`src/rtl/qch_pkg.sv`:
```
// Shared types and constants for the device-side Q-Channel responder.
// Holds the FSM state encoding, the registered-output bundle with its
// per-state decode, and the default flush timeout.
package qch_pkg;

  localparam int unsigned FLUSH_TIMEOUT_DEFAULT = 16;

  typedef enum logic [2:0] {
    Q_RUN      = 3'd0,
    Q_REQUEST  = 3'd1,
    Q_STOPPED  = 3'd2,
    Q_EXIT     = 3'd3,
    Q_DENIED   = 3'd4,
    Q_CONTINUE = 3'd5
  } qch_state_t;

  // Registered handshake / gating outputs driven from the FSM state.
  typedef struct packed {
    logic qacceptn;
    logic qdeny;
    logic wr_flush;
    logic icg_en;
  } qch_out_t;

  localparam qch_out_t QCH_OUT_RST = '{qacceptn: 1'b1, qdeny: 1'b0,
                                       wr_flush: 1'b0, icg_en: 1'b1};

  // Output values associated with each state; accept and deny are never both active.
  function automatic qch_out_t qch_decode(input qch_state_t s);
    qch_out_t o;
    o = QCH_OUT_RST;
    case (s)
      Q_REQUEST: o.wr_flush = 1'b1;
      Q_STOPPED: begin
        o.qacceptn = 1'b0;
        o.icg_en   = 1'b0;
      end
      Q_EXIT:    o.qacceptn = 1'b0;
      Q_DENIED:  o.qdeny    = 1'b1;
      default:   o = QCH_OUT_RST;
    endcase
    return o;
  endfunction

endpackage

```
`src/rtl/qch_sync.sv`:
```
// Multi-flop synchroniser for a single asynchronous control bit.
// Ports:
//   clk  - destination clock
//   rst  - asynchronous active-high reset, loads RST_VAL into every stage
//   i_d  - asynchronous input
//   o_q  - synchronised output, STAGES cycles behind i_d
module qch_sync #(
  parameter int unsigned STAGES  = 2,
  parameter logic        RST_VAL = 1'b0
) (
  input  logic clk,
  input  logic rst,
  input  logic i_d,
  output logic o_q
);

  logic [STAGES-1:0] r_chain;

  // Shift chain; the last stage is the only one consumed downstream.
  always_ff @(posedge clk or posedge rst) begin
    if (rst) begin
      r_chain <= {STAGES{RST_VAL}};
    end else begin
      r_chain <= {r_chain[STAGES-2:0], i_d};
    end
  end

  assign o_q = r_chain[STAGES-1];

endmodule

```
`src/rtl/qch_device_responder.sv`:
```
// Device-side Q-Channel responder on the ungated device clock.
// Synchronises qreqn_i / if_wakeup_i, sequences a write-FIFO flush, then
// accepts (and gates the device clock) or denies the quiescence request.
// Ports:
//   clk_a, reset         - free-running device clock, async active-high reset
//   qreqn_i              - async Q-Channel request (active-low)
//   qacceptn_o, qdeny_o  - Q-Channel accept (active-low) / deny
//   qactive_o            - device busy or wakeup pending
//   if_wakeup_i          - async wakeup request
//   wr_valid_i           - write presented to the device FIFO this cycle
//   fifo_empty_i         - device write FIFO empty
//   wr_flush_o, wr_done_i- flush request / completion handshake
//   device_icg_enable    - device clock-gate enable (1 = clock runs)
module qch_device_responder
  import qch_pkg::*;
#(
  parameter int unsigned SYNC_STAGES   = 2,
  parameter int unsigned FLUSH_TIMEOUT = FLUSH_TIMEOUT_DEFAULT,
  parameter int unsigned CNT_W         = 5
) (
  input  logic clk_a,
  input  logic reset,
  input  logic qreqn_i,
  output logic qacceptn_o,
  output logic qdeny_o,
  output logic qactive_o,
  input  logic if_wakeup_i,
  input  logic wr_valid_i,
  input  logic fifo_empty_i,
  output logic wr_flush_o,
  input  logic wr_done_i,
  output logic device_icg_enable
);

  localparam logic [CNT_W-1:0] CNT_LAST = CNT_W'(FLUSH_TIMEOUT - 1);
  localparam logic [CNT_W-1:0] CNT_MAX  = {CNT_W{1'b1}};

  logic             w_qreqn_s;
  logic             w_wake_s;
  qch_state_t       r_state;
  qch_state_t       w_state_nxt;
  logic [CNT_W-1:0] r_cnt;
  logic [CNT_W-1:0] w_cnt_nxt;
  qch_out_t         r_out;
  qch_out_t         w_out_nxt;
  logic             r_qactive;
  logic             w_qactive_nxt;

  // Request idles high (no request), wakeup idles low.
  qch_sync #(.STAGES(SYNC_STAGES), .RST_VAL(1'b1)) u_sync_qreqn (
    .clk (clk_a),
    .rst (reset),
    .i_d (qreqn_i),
    .o_q (w_qreqn_s)
  );

  qch_sync #(.STAGES(SYNC_STAGES), .RST_VAL(1'b0)) u_sync_wake (
    .clk (clk_a),
    .rst (reset),
    .i_d (if_wakeup_i),
    .o_q (w_wake_s)
  );

  // State, counter and output registers.
  always_ff @(posedge clk_a or posedge reset) begin
    if (reset) begin
      r_state   <= Q_RUN;
      r_cnt     <= '0;
      r_out     <= QCH_OUT_RST;
      r_qactive <= 1'b0;
    end else begin
      r_state   <= w_state_nxt;
      r_cnt     <= w_cnt_nxt;
      r_out     <= w_out_nxt;
      r_qactive <= w_qactive_nxt;
    end
  end

  // Next state; outputs follow the current state, so they lag a transition by one cycle.
  always_comb begin
    w_state_nxt   = r_state;
    w_cnt_nxt     = r_cnt;
    w_out_nxt     = qch_decode(r_state);
    w_qactive_nxt = ~fifo_empty_i | wr_valid_i | w_wake_s;

    case (r_state)
      Q_RUN: begin
        if (!w_qreqn_s) begin
          w_state_nxt = Q_REQUEST;
          w_cnt_nxt   = '0;
        end
      end
      Q_REQUEST: begin
        if (r_cnt != CNT_MAX) begin
          w_cnt_nxt = r_cnt + CNT_W'(1);
        end
        // New work beats completion; completion beats timeout.
        if (wr_valid_i || w_wake_s) begin
          w_state_nxt = Q_DENIED;
        end else if (wr_done_i && fifo_empty_i) begin
          w_state_nxt = Q_STOPPED;
        end else if (r_cnt == CNT_LAST) begin
          w_state_nxt = Q_DENIED;
        end else if (w_qreqn_s) begin
          // Controller withdrew the request before a response: drop back.
          w_state_nxt = Q_RUN;
        end
      end
      Q_STOPPED: begin
        // Wakeup only shows on qactive_o; leaving needs the controller.
        if (w_qreqn_s) begin
          w_state_nxt = Q_EXIT;
        end
      end
      Q_EXIT: begin
        // One cycle with the clock ungated before acceptance is released.
        w_state_nxt = Q_RUN;
      end
      Q_DENIED: begin
        if (w_qreqn_s) begin
          w_state_nxt = Q_CONTINUE;
        end
      end
      Q_CONTINUE: begin
        w_state_nxt = Q_RUN;
      end
      default: begin
        w_state_nxt = Q_RUN;
      end
    endcase
  end

  assign qacceptn_o        = r_out.qacceptn;
  assign qdeny_o           = r_out.qdeny;
  assign wr_flush_o        = r_out.wr_flush;
  assign device_icg_enable = r_out.icg_en;
  assign qactive_o         = r_qactive;

endmodule

```
`config.mk`:
```
export PLATFORM = sky130hd
export DESIGN_NAME = qch_device_responder
export DESIGN_NICKNAME = d
export VERILOG_FILES = /design/src/rtl/qch_pkg.sv /design/src/rtl/qch_sync.sv /design/src/rtl/qch_device_responder.sv
export SDC_FILE = /design/constraint.sdc
export NUM_CORES = 1
export LEC_CHECK = 0
export ABC_CLOCK_PERIOD_IN_PS = 1980
export CORE_MARGIN = 4
export CORE_UTILIZATION = 25
export CTS_BUF_LIST = sky130_fd_sc_hd__clkbuf_2
export CTS_CLUSTER_SIZE = 8
export DETAILED_ROUTE_END_ITERATION = 8
export HOLD_SLACK_MARGIN = 0.06
export PLACE_DENSITY = 0.52
export SYNTH_ARGS = -nofsm -noshare
export SYNTH_HDL_FRONTEND = slang
export SYNTH_SLANG_ARGS = --single-unit
```
`constraint.sdc`:
```
create_clock -name clk_a -period 1.98 [get_ports clk_a]
set_input_delay 0.396 -clock clk_a [delete_from_list [all_inputs] [get_ports clk_a]]
set_output_delay 0.396 -clock clk_a [all_outputs]
set_load 0.05 [all_outputs]
```
# Word level (Yosys, flattened, before mapping)
# Index checks and enable logic that the tools add are counted.
word_totals:
  word_cells: 46
  out_inout_bits: 5
  ff_bits: 17
  input_bits: 7
classes:
  muxes: 15
  n_eq_ne: 11
  addsub: 1
  reduce_logical: 7
  bitwise: 3
ops:
  columns: ["op", "n"]
  rows:
  - ["$mux W3", 7]
  - ["$pmux W3 S4", 1]
  - ["$mux W5", 2]
  - ["$pmux W5 S2", 1]
  - ["$eq A3 B2 Y1 const B", 2]
  - ["$add A5 B1 Y5 const B", 1]
  - ["$eq A5 B4 Y1 const B", 1]
  - ["$ne A5 B4 Y1 const B", 1]
  - ["$ne A5 B5 Y1 const B", 1]
  - ["$mux W1", 4]
  - ["$ne A2 B1 Y1 const B", 2]
  - ["$ne A2 B2 Y1 const B", 2]
  - ["$reduce_and A4 Y1", 1]
  - ["$eq A3 B1 Y1 const B", 1]
  - ["$eq A3 B3 Y1 const B", 1]
  - ["$logic_not A3 Y1", 1]
  - ["$reduce_and A3 Y1", 1]
  - ["$or A1 B1 Y1", 2]
  - ["$reduce_bool A2 Y1", 1]
  - ["$reduce_or A2 Y1", 1]
  - ["$logic_and A1 B1 Y1", 1]
  - ["$logic_or A1 B1 Y1", 1]
  - ["$not A1 Y1", 1]

# Logic depth before layout (Yosys ltp)
# Gate-level depths: netlist of run 1.
logic_depth:
  depth_word: 5
  depth_mapped: 6
  mapped_depth_nobuf: 6

# Hierarchy
# A second synthesis of run 1 with hierarchy kept.
hier_totals:
  hier_cells: 65
  area_unflattened_um2: 745.7
by_module_without_submodules:
  columns: ["mod", "seq_area_each_um2", "instances", "area_each_um2", "cells_each"]
  rows:
  - ["qch_device_responder", 327.8, 1, 635.6, 59]
  - ["qch_sync (u_sync_qreqn)", 52.6, 1, 56.3, 3]
  - ["qch_sync (u_sync_wake)", 50.0, 1, 53.8, 3]

# Least setup slack after synthesis of run 1
# Ideal clock, no wire load.
synth_path:
  path_type: "reg-to-reg"
  startpoint: "register r_cnt[0]"
  endpoint: "register r_cnt[3]"
  n_path_buf: 0
  path_stages_with_launch: 7
  setup_time_ns: 0.124
  required_time_ns: 1.856
  t_arrival_ns: 1.663
  slack_ns: 0.193
  period_less_slack_ns: 1.787
  path_cell_list: "dfrtp_1 ha_1 and3_1 ha_1 nand4b_4 and3_1 a211o_1"
synth_via:
  elab_chain_len: 3
  elab_cells_between_ends: 6
  classes_between: "1 x add/sub; 2 x eq/ne; 2 x mux; 1 x reduce/logical"
synth_lines:
  columns: ["element", "line", "source"]
  rows:
  - ["from (decl)", "qch_device_responder.sv:42", "logic [CNT_W-1:0] r_cnt;"]
  - ["from (signal assigned)", "qch_device_responder.sv:73", "r_cnt <= w_cnt_nxt;"]
  - ["$add A5 B1 Y5 or $ne A5 B5 Y1 (tied branches)", "qch_device_responder.sv:95, qch_device_responder.sv:94", null]
  - ["$mux W5 or $ne A2 B2 Y1 (tied branches)", null, null]
  - ["$pmux W5 S2 or $reduce_and A3 Y1 (tied branches)", null, null]
# Parallel ways exist; a longest one is shown, timed or not. The select of a mux whose other input is x is not followed.
# A chain may end at the register's enable or synchronous reset.

# Worst setup path after layout of run 1
layout_path:
  startpoint: "register r_out, in the netlist qdeny_o"
  endpoint: "output qdeny_o"
layout_rtl:
  columns: ["element", "line", "source"]
  rows:
  - ["from (decl)", "qch_device_responder.sv:44", "qch_out_t r_out;"]
  - ["from (signal assigned)", "qch_device_responder.sv:74", "r_out <= w_out_nxt;"]
  - ["to (decl)", "qch_device_responder.sv:25", "output logic qdeny_o,"]
# No word-level cell between the ends.

==> results_dict.tcl, run 1 <==
set metrics [dict create \
    run_status "complete, no violations" \
    synth_largest_area_cell "sky130_fd_sc_hd__dfrtp_1" \
    design.core.area_mm2 0.00305 \
    hold_violations 0 \
    placementRows 20 \
    htree_levels 1 \
    die_y_um 64.5 \
    final_cells 123 \
    worst_ep_arrival_time_ns 1.46 \
    cell_area_synth_um2 798 \
    cts_max_path_buffers 2 \
    grt_max_degree 18 \
    cts_setup_buffers 0 \
    cts.sinks 17 \
    finish.instance_area_um2 977 \
    critPathLaunchType "register" \
    io-pin-count 12 \
    detailed_place_hpwl_mm 1.08 \
    critical_path.max_fanout 1 \
    dp_worst_setup_slack_ns 0.130 \
    r2r_start "r_cnt[0]" \
    unrepaired_setup_endpoints_after_global_routing "false" \
    timing.hold.worst_path_depth 0 \
    maxCapViolCount 0 \
    final_critical_path_setup_slack_ns 0.127 \
    peakVddDrop_mv 0.347 \
    grt_pass1_wl_mm 2.58 \
    route.final.wire_length_mm 1.50 \
    port_buffers 11 \
    global_route.usage.total_pct 8.28 \
    drtPass1Iterations 3 \
    fmaxAchievable_mhz 540 \
    wl_per_cell_um 12.2 \
    clock_skew_ns 0.0107 \
    max-slew-margin-rel_pct 55.8 \
    place.gp.congestion 0.693 \
    cp.depth 1 \
    congestion_overflow_gr 0 \
    drtAntennaViolNets 0 \
    design_power_total_mw 1.15 \
    yosys_warning_count 0 \
    min-delay-start "u_sync_qreqn.r_chain[0]" \
    timing_worst_slew_pin_value_ns 0.663 \
    finalWorstPathRequiredPeriod_ns 1.85 \
    cts_inserted_buffers 3 \
    syn_inst 65 \
    timing.final.crit_share_pct 93.6 \
    crit_buf_inv 1 \
    final_layout_size_suffix_gt1_share_pct 30.4 \
    filler_cells_inserted 335 \
    worst_path_max_delay_cell "sky130_fd_sc_hd__clkdlybuf4s50_1" \
    worst_r2r_path_depth 6 \
    drt_iter0_drc 10 \
    remaining_drc_errors 0 \
    yosysTopAreaCellShare_pct 40.8 \
    final_util_pct 32.0 \
    num_antenna_cells 0 \
    flops_latches_synth 17 \
    clk_root_buffer_cell "sky130_fd_sc_hd__clkbuf_2" \
    reg2reg_setup_slack_ns 0.13 \
    hold-worst-slack_ns 0.369 \
    die_w_um 64.5 \
    tritoncts "done" \
    finalNetCount 90 \
    hp-class "reg2reg" \
    yosys-top-cells-area "sky130_fd_sc_hd__dfrtp_1 41%, sky130_fd_sc_hd__dfstp_2 13%, sky130_fd_sc_hd__ha_1 4.7%" \
    vias 535 \
    register_area_um2 433 \
    syn_to_final_growth_pct 22.4 \
    die_area_mm2 0.00416 \
    synth_cell_type_count 28 \
    cp_data_required_time_ns 1.58 \
    p_leak_nw 0.434 \
    seq_area_frac_synth_pct 53.9 \
    starting_density_of_the_core_pct 26.1 \
    kind_of_cell_adding_the_most_delay_to_the_critical_path "buffers and inverters" \
    timing_max_transition_violations_final 0 \
    syn_avg_cell_area_um2 12.3 \
    setup-violations-final 0 \
    synth_nets 75 \
    clkTransAtPathRegs_ns 0.17 \
    critical_path.max_stage_delay_ns 0.80 \
    vias_in_the_first_global_route 568 \
    power_density_mw_per_mm2 1180 \
    dpl-instance-area_um2 943 \
    setup.worst_path.end_class "primary output" \
    antenna_found_initial 0 \
    placed_cells_incl_taps 119 \
    timing.critical_path.cells "clkdlybuf4s50_1" \
    routed_via_density 4.35 \
    fin_tns_setup_ns 0 \
    type_of_the_setup_path_with_the_least_slack "reg2out" \
    critPathLaunch "qdeny_o" \
    multi_input_area_um2 342 \
    clock_latency_ns 0.31 \
]
[power breakdown]
part           switching (mW)  internal, mW  total (mW)
clock                   0.114        0.0535       0.167
sequential              0.133         0.435       0.568
combinational           0.226         0.187       0.413
total                   0.473         0.676        1.15
[sequential cells by signal, indices dropped and copies added (netlist names)]
signal / cells
r_cnt: 5
r_state: 3
u_sync_qreqn.r_chain: 2
u_sync_wake.r_chain: 2
device_icg_enable: 1
qacceptn_o: 1
qactive_o: 1
qdeny_o: 1
wr_flush_o: 1
[routing by layer]
| layer | up-vias | wire (um) | GRT usage [%] |
|---|---|---|---|
| li1 | 262 | - | - |
| met5 | - | 0 | 0 |
| met2 | 16 | 692 | 12.9 |
| met3 | 5 | 127 | 4.33 |
| met1 | 252 | 654 | 9.17 |
| met4 | 0 | 28 | 4.22 |
[layout make-up]
type,count,share of cell area (%)
inverters,4,1.54
flip-flops and latches,17,44.3
multi-input cells,42,35.0
well taps,44,5.63
repair buffers,12,11.5
clock buffers,4,2.05
[cells by family (layout without fill, tap and decap cells)]
group | after synthesis | in the layout | share of synthesized area [%]
adder cells (fa/ha/maj) | 3 | 3 | 4.70
AO/OA/AOI/OAI | 14 | 14 | 13.3
multiplexers | 1 | 1 | 1.25
buffers and inverters | 6 | 20 | 4.70
flip-flops | 17 | 17 | 53.9
AND/OR/NAND/NOR | 24 | 24 | 22.1
[timing repair]
| item | CTS | global route |
|---|---|---|
| endpoints found under the hold margin | 0 | 0 |
| hold buffers | 0 | 0 |
| resized for setup | 0 | 4 |
| setup endpoints to repair | 0 | 3 |
[Yosys cell counts]
| library cell | number |
|---|---|
| sky130_fd_sc_hd__nand2b_4 | 2 |
| sky130_fd_sc_hd__nor4_1 | 1 |
| sky130_fd_sc_hd__nor2_2 | 1 |
| sky130_fd_sc_hd__nor2_1 | 3 |
| sky130_fd_sc_hd__nor3_1 | 3 |
| sky130_fd_sc_hd__nor4b_1 | 1 |
| sky130_fd_sc_hd__o31ai_2 | 1 |
| sky130_fd_sc_hd__nand4_1 | 1 |
| sky130_fd_sc_hd__nor3_2 | 1 |
| sky130_fd_sc_hd__dfrtp_1 | 13 |
| sky130_fd_sc_hd__o21ai_2 | 1 |
| sky130_fd_sc_hd__nand3_1 | 1 |
| sky130_fd_sc_hd__a211o_1 | 2 |
| sky130_fd_sc_hd__nand4b_4 | 1 |
| sky130_fd_sc_hd__nor4b_2 | 1 |
| sky130_fd_sc_hd__inv_2 | 1 |
| sky130_fd_sc_hd__o21ai_0 | 1 |
| sky130_fd_sc_hd__dfstp_2 | 4 |
| sky130_fd_sc_hd__a21oi_1 | 4 |
| sky130_fd_sc_hd__or2b_1 | 1 |
| sky130_fd_sc_hd__ha_1 | 3 |
| sky130_fd_sc_hd__o2bb2ai_1 | 4 |
| sky130_fd_sc_hd__a21o_1 | 1 |
| sky130_fd_sc_hd__buf_6 | 2 |
| sky130_fd_sc_hd__inv_1 | 3 |
| sky130_fd_sc_hd__mux2i_1 | 1 |
| sky130_fd_sc_hd__nand2_1 | 4 |
| sky130_fd_sc_hd__and3_1 | 3 |
[path summary, 6_finish.rpt]
path / to
worst max-delay path: qdeny_o
worst min-delay path: u_sync_qreqn.r_chain[1]
worst max register to register: r_cnt[3]
worst min register to register: u_sync_qreqn.r_chain[1]
max in group asynchronous: r_cnt[0]
min in group asynchronous: r_cnt[3]
[cell usage in the layout (no fill, tap or decap), types with 2 or more instances in the layout]
master	synthesis	final
sky130_fd_sc_hd__o2bb2ai_1	4	4
sky130_fd_sc_hd__dfrtp_2	0	2
sky130_fd_sc_hd__buf_4	0	3
sky130_fd_sc_hd__clkdlybuf4s50_1	0	9
sky130_fd_sc_hd__ha_1	3	3
sky130_fd_sc_hd__inv_1	3	3
sky130_fd_sc_hd__dfstp_2	4	4
sky130_fd_sc_hd__nor2_1	3	3
sky130_fd_sc_hd__a21oi_1	4	4
sky130_fd_sc_hd__a211o_1	2	2
sky130_fd_sc_hd__nand2_1	4	4
sky130_fd_sc_hd__dfrtp_1	13	11
sky130_fd_sc_hd__nor3_2	1	2
sky130_fd_sc_hd__clkbuf_2	0	4
sky130_fd_sc_hd__nand2b_4	2	2
sky130_fd_sc_hd__nor3_1	3	2
sky130_fd_sc_hd__and3_1	3	3
Power figures use the tool's default switching activity.
==> run 2: changes to the inputs <==
--- a/config.mk
+++ b/config.mk
@@ -6,9 +6,11 @@
 export NUM_CORES = 1
 export LEC_CHECK = 0
 export ABC_CLOCK_PERIOD_IN_PS = 1980
+export CAP_MARGIN = 20
 export CORE_MARGIN = 4
 export CORE_UTILIZATION = 25
 export CTS_BUF_LIST = sky130_fd_sc_hd__clkbuf_2
+export CTS_CLUSTER_DIAMETER = 40
 export CTS_CLUSTER_SIZE = 8
 export DETAILED_ROUTE_END_ITERATION = 8
 export HOLD_SLACK_MARGIN = 0.06
==> results of run 2 <==
No change in the layout: final DEF, timing and power equal those of run 1.
